File: config.mk
export PLATFORM = sky130hd
export DESIGN_NAME = frame_stream_ctrl
export DESIGN_NICKNAME = d
export VERILOG_FILES = /design/src/rtl/frame_stream_ctrl.sv
export SDC_FILE = /design/constraint.sdc
export NUM_CORES = 1
export LEC_CHECK = 0
export BUFFER_PORTS_ARGS = -buffer_cell sky130_fd_sc_hd__buf_2
export CAP_MARGIN = 25
export CORE_MARGIN = 2
export CORE_UTILIZATION = 51
export DETAILED_ROUTE_END_ITERATION = 6
export MAX_ROUTING_LAYER = met4
export PLACE_DENSITY = 0.81
export SLEW_MARGIN = 40
export SYNTH_ARGS = -nofsm -noshare
export SYNTH_HDL_FRONTEND = slang
export SYNTH_SLANG_ARGS = --single-unit
File: constraint.sdc
create_clock -name clk -period 3 [get_ports clk]
set_clock_uncertainty 0.2 [all_clocks]
set_input_delay 0.6 -clock clk [delete_from_list [all_inputs] [get_ports clk]]
set_output_delay 0.6 -clock clk [all_outputs]
set_load 0.02 [all_outputs]
File: src/rtl/frame_stream_ctrl.sv
// frame_stream_ctrl: frame ingest FSM that feeds an external kernel and buffers its results in an output FIFO.
// Define FRAME_STREAM_PERF_CNT_EN to build the busy-cycle and input-stall counters.
module frame_stream_ctrl #(
    parameter int IMG_W      = 640,
    parameter int IMG_H      = 960,
    parameter int PIX_W      = 8,
    parameter int FIFO_DEPTH = 16,
    parameter int SLACK      = 4
) (
    input  logic                          clk,
    input  logic                          rstn,
    input  logic                          start,
    input  logic                          in_valid,
    input  logic [PIX_W-1:0]              in_data,
    output logic                          in_ready,
    output logic                          feed_valid,
    output logic [PIX_W-1:0]              feed_data,
    input  logic                          proc_valid,
    input  logic [PIX_W-1:0]              proc_data,
    input  logic                          rd_en,
    output logic [PIX_W-1:0]              rd_data,
    output logic                          rd_valid,
    output logic [$clog2(FIFO_DEPTH):0]   fifo_level,
    output logic [31:0]                   pixels_in,
    output logic [31:0]                   pixels_out,
    output logic [1:0]                    state,
    output logic                          busy,
    output logic                          done,
    output logic                          overflow,
    output logic [31:0]                   cycle_count,
    output logic [31:0]                   stall_count
);
    localparam int AW = $clog2(FIFO_DEPTH);
    localparam int LW = AW + 1;
    localparam logic [AW-1:0] PTR_ONE    = AW'(1);
    localparam logic [LW-1:0] LVL_ONE    = LW'(1);
    localparam logic [LW-1:0] LVL_FULL   = LW'(FIFO_DEPTH);
    localparam logic [LW-1:0] LVL_LIMIT  = LW'(FIFO_DEPTH - SLACK);
    localparam logic [31:0]   FRAME_PIX  = 32'(IMG_W * IMG_H);
    localparam logic [31:0]   CNT_MAX    = 32'hFFFF_FFFF;
    localparam logic [4:0]    QUIET_LAST = 5'd15;

    typedef enum logic [1:0] {IDLE = 2'd0, FEED = 2'd1, DRAIN = 2'd2, DONE = 2'd3} state_t;

    state_t             state_r;
    logic [PIX_W-1:0]   mem_r [FIFO_DEPTH];
    logic [AW-1:0]      wr_ptr_r, rd_ptr_r;
    logic [LW-1:0]      level_r;
    logic [4:0]         quiet_r;
    logic [31:0]        pixels_in_r, pixels_out_r;
    logic               overflow_r, feed_valid_r, rd_valid_r;
    logic [PIX_W-1:0]   feed_data_r, rd_data_r;

    logic in_ready_s, accept_s, rd_ok_s, wr_ok_s, drop_s, quiet_s;
    logic fifo_full_s, fifo_empty_s, start_ok_s, busy_s;

    // Handshake and FIFO qualification; a full FIFO still accepts a write when a read frees a slot.
    always_comb begin
        fifo_full_s  = (level_r == LVL_FULL);
        fifo_empty_s = (level_r == '0);
        busy_s       = (state_r == FEED) || (state_r == DRAIN);
        start_ok_s   = start && ((state_r == IDLE) || (state_r == DONE));
        in_ready_s   = (state_r == FEED) && (level_r < LVL_LIMIT);
        accept_s     = in_valid && in_ready_s;
        rd_ok_s      = rd_en && !fifo_empty_s;
        wr_ok_s      = proc_valid && (state_r != IDLE) && (!fifo_full_s || rd_ok_s);
        drop_s       = proc_valid && (state_r != IDLE) && fifo_full_s && !rd_en;
        quiet_s      = fifo_empty_s && !feed_valid_r && !proc_valid;
    end

    // Frame FSM, feed register and frame statistics; start clears take priority over same-cycle increments.
    always_ff @(posedge clk) begin
        if (!rstn) begin
            state_r      <= IDLE;
            quiet_r      <= 5'd0;
            pixels_in_r  <= 32'd0;
            pixels_out_r <= 32'd0;
            overflow_r   <= 1'b0;
            feed_valid_r <= 1'b0;
            feed_data_r  <= '0;
        end else begin
            feed_valid_r <= accept_s;
            if (accept_s) feed_data_r <= in_data;
            if (accept_s && (pixels_in_r != CNT_MAX)) pixels_in_r <= pixels_in_r + 32'd1;
            if (wr_ok_s && (pixels_out_r != CNT_MAX)) pixels_out_r <= pixels_out_r + 32'd1;
            if (drop_s) overflow_r <= 1'b1;
            case (state_r)
                IDLE, DONE: begin
                    if (start_ok_s) begin
                        state_r      <= FEED;
                        pixels_in_r  <= 32'd0;
                        pixels_out_r <= 32'd0;
                        overflow_r   <= 1'b0;
                    end
                end
                FEED: begin
                    if (accept_s && (pixels_in_r == FRAME_PIX - 32'd1)) state_r <= DRAIN;
                end
                DRAIN: begin
                    // Sixteen consecutive quiet cycles mean the kernel has nothing left in flight.
                    if (quiet_s) begin
                        if (quiet_r == QUIET_LAST) begin
                            state_r <= DONE;
                            quiet_r <= 5'd0;
                        end else begin
                            quiet_r <= quiet_r + 5'd1;
                        end
                    end else begin
                        quiet_r <= 5'd0;
                    end
                end
                default: state_r <= IDLE;
            endcase
        end
    end

    // FIFO pointers, occupancy and registered read port.
    always_ff @(posedge clk) begin
        if (!rstn) begin
            wr_ptr_r   <= '0;
            rd_ptr_r   <= '0;
            level_r    <= '0;
            rd_valid_r <= 1'b0;
            rd_data_r  <= '0;
        end else begin
            rd_valid_r <= rd_ok_s;
            if (rd_ok_s) begin
                rd_data_r <= mem_r[rd_ptr_r];
                rd_ptr_r  <= rd_ptr_r + PTR_ONE;
            end
            if (wr_ok_s) wr_ptr_r <= wr_ptr_r + PTR_ONE;
            case ({wr_ok_s, rd_ok_s})
                2'b10:   level_r <= level_r + LVL_ONE;
                2'b01:   level_r <= level_r - LVL_ONE;
                default: level_r <= level_r;
            endcase
        end
    end

    // FIFO storage; contents need no reset because occupancy is tracked by the pointers.
    always_ff @(posedge clk) begin
        if (wr_ok_s) mem_r[wr_ptr_r] <= proc_data;
    end

`ifdef FRAME_STREAM_PERF_CNT_EN
    logic [31:0] cycle_count_r, stall_count_r;

    // Saturating busy-cycle and input-stall counters, cleared by an accepted start.
    always_ff @(posedge clk) begin
        if (!rstn) begin
            cycle_count_r <= 32'd0;
            stall_count_r <= 32'd0;
        end else if (start_ok_s) begin
            cycle_count_r <= 32'd0;
            stall_count_r <= 32'd0;
        end else begin
            if (busy_s && (cycle_count_r != CNT_MAX)) cycle_count_r <= cycle_count_r + 32'd1;
            if ((state_r == FEED) && in_valid && !in_ready_s && (stall_count_r != CNT_MAX))
                stall_count_r <= stall_count_r + 32'd1;
        end
    end

    assign cycle_count = cycle_count_r;
    assign stall_count = stall_count_r;
`else
    assign cycle_count = 32'd0;
    assign stall_count = 32'd0;
`endif

    assign in_ready   = in_ready_s;
    assign feed_valid = feed_valid_r;
    assign feed_data  = feed_data_r;
    assign rd_valid   = rd_valid_r;
    assign rd_data    = rd_data_r;
    assign fifo_level = level_r;
    assign pixels_in  = pixels_in_r;
    assign pixels_out = pixels_out_r;
    assign overflow   = overflow_r;
    assign state      = state_r;
    assign busy       = busy_s;
    assign done       = (state_r == DONE);

endmodule
# After elaboration in Yosys (flattened, before gate mapping)
# Memory sizes are Yosys's and may differ from the RTL's. A register that Yosys moved wholly into a read port is not among the register bits.
# Cells that the tools add are included.
# word_totals
reg_bits	95
latch_bits	0
ram_bits	128
rom_bits	0
input_bits	22
output_inout_bits	157
elab_cells	81
memories	1
# classes
n_addsub	7
mul	0
div	0
magnitude_cmp	1
eq_ne	14
n_shift	0
n_mux	19
bitwise	0
n_reduce_logical	28
# mem_list
name	words	width	read_ports	rd_ports_with_merged_regs	write_ports	line_no	text
mem_r	16	8	1	1	1	46	logic [PIX_W-1:0] mem_r [FIFO_DEPTH];
# ops
cell	n
2-to-1 mux 32 bit	6
adder 32 x 1 -> 32 bit (second input constant)	2
inequality test 32 bit (second input constant)	2
== test 32 x 20 -> 1 bit (second input constant)	1
logical AND 1 bit	13
adder 5 x 1 -> 5 bit (second input constant)	2
2-to-1 mux 5 bit	2
case mux 5 bit (2 select lines)	1
adder 4 x 1 -> 4 bit (second input constant)	2
2-to-1 mux 2 bit	4
== test 2 bit (second input constant)	3
zero test 1 bit	6
case mux 2 bit (3 select lines)	1
== test 5 x 4 -> 1 bit (second input constant)	1
== test 5 bit (second input constant)	1
zero test 5 bit	1
less-than comparator 5 x 4 -> 1 bit (second input constant)	1
2-to-1 mux 1 bit	5
subtractor 5 x 1 -> 5 bit (second input constant)	1
== test 2 x 1 -> 1 bit (second input constant)	2
inequality test 2 x 1 -> 1 bit (second input constant)	2
inequality test 2 bit (second input constant)	2
AND reduction 4 bit	1
nonzero test 2 bit	2
other kinds (3)	5

# Depth between registers and ports, before layout
# depth
depth_word	9
mapped_depth	9
ltp_nobuf	9

# Least setup slack after synthesis
# Ideal clock, no wire load.
# synth_path
kind	flip-flop to flip-flop
from	reg state_r[0], in the netlist state[0]
to	mem mem_r[3][0] (enable)
arrival_time_ns	2.463
t_required_ns	2.417
setup_slack_ns	-0.046
path_stages_with_launch	8
path_buffers	1
cell_sequence	dfxtp_1 inv_1 ha_1 nand2b_1 a21oi_1 clkbuf_1 nand2_1 nor3_1
# synth_via
elab_chain_len	5
# synth_rtl
item	line_no	text
start, declared	45	state_t state_r;
start signal, assigned	74	state_r <= IDLE;
start signal, assigned	90	state_r <= FEED;
start signal, assigned	97	if (accept_s && (pixels_in_r == FRAME_PIX - 32'd1)) state_r <= DRAIN;
nonzero test 2 bit	66	wr_ok_s = proc_valid && (state_r != IDLE) && (!fifo_full_s || rd_ok_s);
logical AND 1 bit (2 in series)	66	
2-to-1 mux 1 bit	142	if (wr_ok_s) mem_r[wr_ptr_r] <= proc_data;
2-to-1 mux 1 bit (not written as such)	142	
end, declared	46	
# Every way passes these cells.

# Worst setup path in the final report
# layout_path
from	reg state_r[0], in the netlist state[0]
to	mem mem_r[12][0] (enable)
# Same word-level chain as after synthesis.

==> out/summary.txt <==
Mapped Area: 10570 sq um
Rows: 52
complex-gate fraction of the synthesized area: 10.23%
Sequential Area: 5907 sq um
r2r worst-path depth: 7
ys flop type: edfxtp_1
Setup Buffers After CTS: 0
Buf/Inv on CP: 2
RSZ-0062 raised after global routing: true
Yosys reg bits: 231
Critical Path Start Type: flop
Power Total: 8.902 mW
design area: 12180 sq um
WP data arrival: 2.76 ns
CP endpoint: mem_r[12][0]
# setup viols final: 0
Starting Density: 52.05%
uppermost layer routed: met4
Post-CTS Hold Buffers: 0
Core Area: 20300 sq um
Hold Path Origin: in_data[0]
Finished Layout Cells: 1309
GRT Resource Usage Total: 21.48%
most common cell after layout, fill and taps aside: edfxtp_1
Synth Area in Adders: 1.540%
width of the die: 147.9 um
drt first pass iters: 5
Met1 Wirelength: 9336 um
r2r setup slk: 0.18 ns
highest achievable clock rate: 0.3549 GHz
syn avg cell area: 11.67 sq um
Slowest-stage cell, CP: nor2_1
die area: 21880 sq um
Die Y: 147.9 um
CP required: 2.95 ns
vias per std cell: 5.861
Top-Level Pins: 179
Worst Tran Pin Value: 0.8127 ns
Lkg Pwr: 4.446 nW
antenna viol nets, final: 0
Max-Cap Viols: 0
share of Yosys cell area claimed by the top area cell type: 36.38%
largest net degree at the start of global routing: 41
Clock Path Buffers: 3
max incr delay on CP: 0.67 ns
multi-input logic area: 4202 sq um
Avg WL per Cell: 17.92 um
CTS buffer count: 24
CP top delay family: simple AND/OR/NAND/NOR gates
Post-Synth XOR/XNOR Area: 1.243%
H-tree levels: 1
leading cell types in the layout, fill and taps excluded: 128 x edfxtp_1, 114 x buf_2, 102 x dfxtp_1
Placed Area: 11220 sq um
Util after Layout: 60.02%
initial antenna violation count: 1
CTS Root Cell: clkbuf_16
status: completed
Pins Over Slew Limit: 0
number of synthesized flops with an enable pin: 128
Tcrit/Tclk final: 93.93%
CTS sink count: 231
worst skew pair latency: 0.52 ns
post-synth top area cell: edfxtp_1
Fin. Hold Viols: 0
DP Wirelength: 15520 um
fillers: 1578
Worst path depth: 7
fraction of registers with async set/reset: 0%
Worst R2R End: mem_r[12][0]
number of library cell types mapped by synthesis: 59
largest cells by area after synthesis: edfxtp_1 36%, dfxtp_1 20%, mux4_2 6.8%
R2R Path Start: state[0]
placed cells: 1262
clock slew at reported path FFs: 0.06 ns
total number of vias: 7672
DR DRC count: 0
GRT overflow: 0
initial drt markers: 578
Worst Setup End Kind: flop
mux cell area share after synthesis: 7.864%
largest family of logic cells by synthesized area: simple AND/OR/NAND/NOR gates
layout cells sized above 1: 22.16%
Power Dens Cells: 730.6 nW/um^2
worst setup path startpoint: state[0]
synthesis-to-finish area growth: 15.32%
vias in the first global route: 7040
PortBufs: 114
Met2 Routed Length: 11380 um
nets: 1055
Cell Chain, Critical Path: inv_1, ha_1, nand2b_1, a21oi_1, buf_4, nand2_1, nor2_1
routed wl met3: 2091 um
sequential fraction of the synthesis area: 55.90%
CP max FO: 10
WS Path Type: flop to flop
Tmin final: 2.818 ns
post-CTS resize count: 0
first-pass GRT wire length: 37050 um
CTS tree: yes
WHS: 0.1303 ns
VDD IR max: 559.6 uV
Cells after Synth: 905
Warnings, synthesis: 0
GPL Wtd Cong: 0.8565
hold crit path type: input port to flop
simple-gate portion of the synthesized area: 16.26%
Slew HR: 45.58%
WL final: 23460 um
==> metrics by stage <==
step                worst slack [ns]  setup TNS, ns
finish                        0.1821              0
global route                -0.02572        -0.3254
CTS                           0.1450              0
detailed placement            0.2527              0
global placement              0.3760              0
floorplan                  -0.009004        -0.1441
==> per-layer routing <==
metal | track usage [%] | vias to the layer above
met5 | - | -
met4 | 6.667 | 0
met3 | 3.457 | 52
met2 | 34.86 | 383
met1 | 28.01 | 3681
li1 | - | 3556
==> synth_stat cells, types with 10 or more instances <==
cell      count
nor2_1       38
inv_1        12
and3_1       14
buf_4        65
mux4_2       32
nand2_1      76
nor3_1       11
o21ai_0      37
o31ai_1      18
mux2i_1      11
or4_1        23
a21oi_1      52
ha_1         13
edfxtp_1    128
nand2b_1     10
clkbuf_1     27
nand4_1      30
and2_1       14
dfxtp_1     103
buf_2        12
or3_1        26
nand3_1      31
==> cell type report <==
cell class / count / share of cell area (%)
sequential: 231 / 48.48
multi-input combinational: 615 / 34.48
timing repair buffer: 136 / 6.439
clock buffer: 28 / 5.309
tap: 270 / 2.773
clock inverter: 16 / 2.126
inverter: 12 / 0.3697
antenna: 1 / 0.02054
==> worst min path at each step <==
| stage | to | cells after the start |
|---|---|---|
| finish | feed_data[0] | 3 |
| global route | feed_data[6] | 3 |
| CTS | feed_data[1] | 3 |
| detailed placement | quiet_r[4] | 2 |
| global placement | quiet_r[4] | 2 |
| floorplan | quiet_r[4] | 2 |
==> registers in the layout, indices dropped and copies added, names as in the netlist, 2 cells and up <==
| register | flops |
|---|---|
| mem_r | 128 |
| quiet_r | 5 |
| pixels_in | 32 |
| wr_ptr_r | 4 |
| rd_data | 8 |
| fifo_level | 5 |
| feed_data | 8 |
| state | 2 |
| pixels_out | 32 |
| rd_ptr_r | 4 |
==> where the power goes <==
group | internal (mW) | switching [mW] | leakage, nW
clock | 2.15 | 1.21 | 0.449
sequential | 3.50 | 0.122 | 1.99
combinational | 0.788 | 1.14 | 2.01
==> cells by family after synthesis <==
group | count (synthesis)
fa+ha+maj | 13
other cells | 1
mux | 43
buf+inv | 122
flops | 231
simple gates | 312
xor+xnor | 15
compound gates | 168
==> tightest hold or removal path: stages <==
cell and delay [ns]:
buf_2 0.09, nand2_1 0.04, a21boi_0 0.06
(Power assumes the default switching activity.)
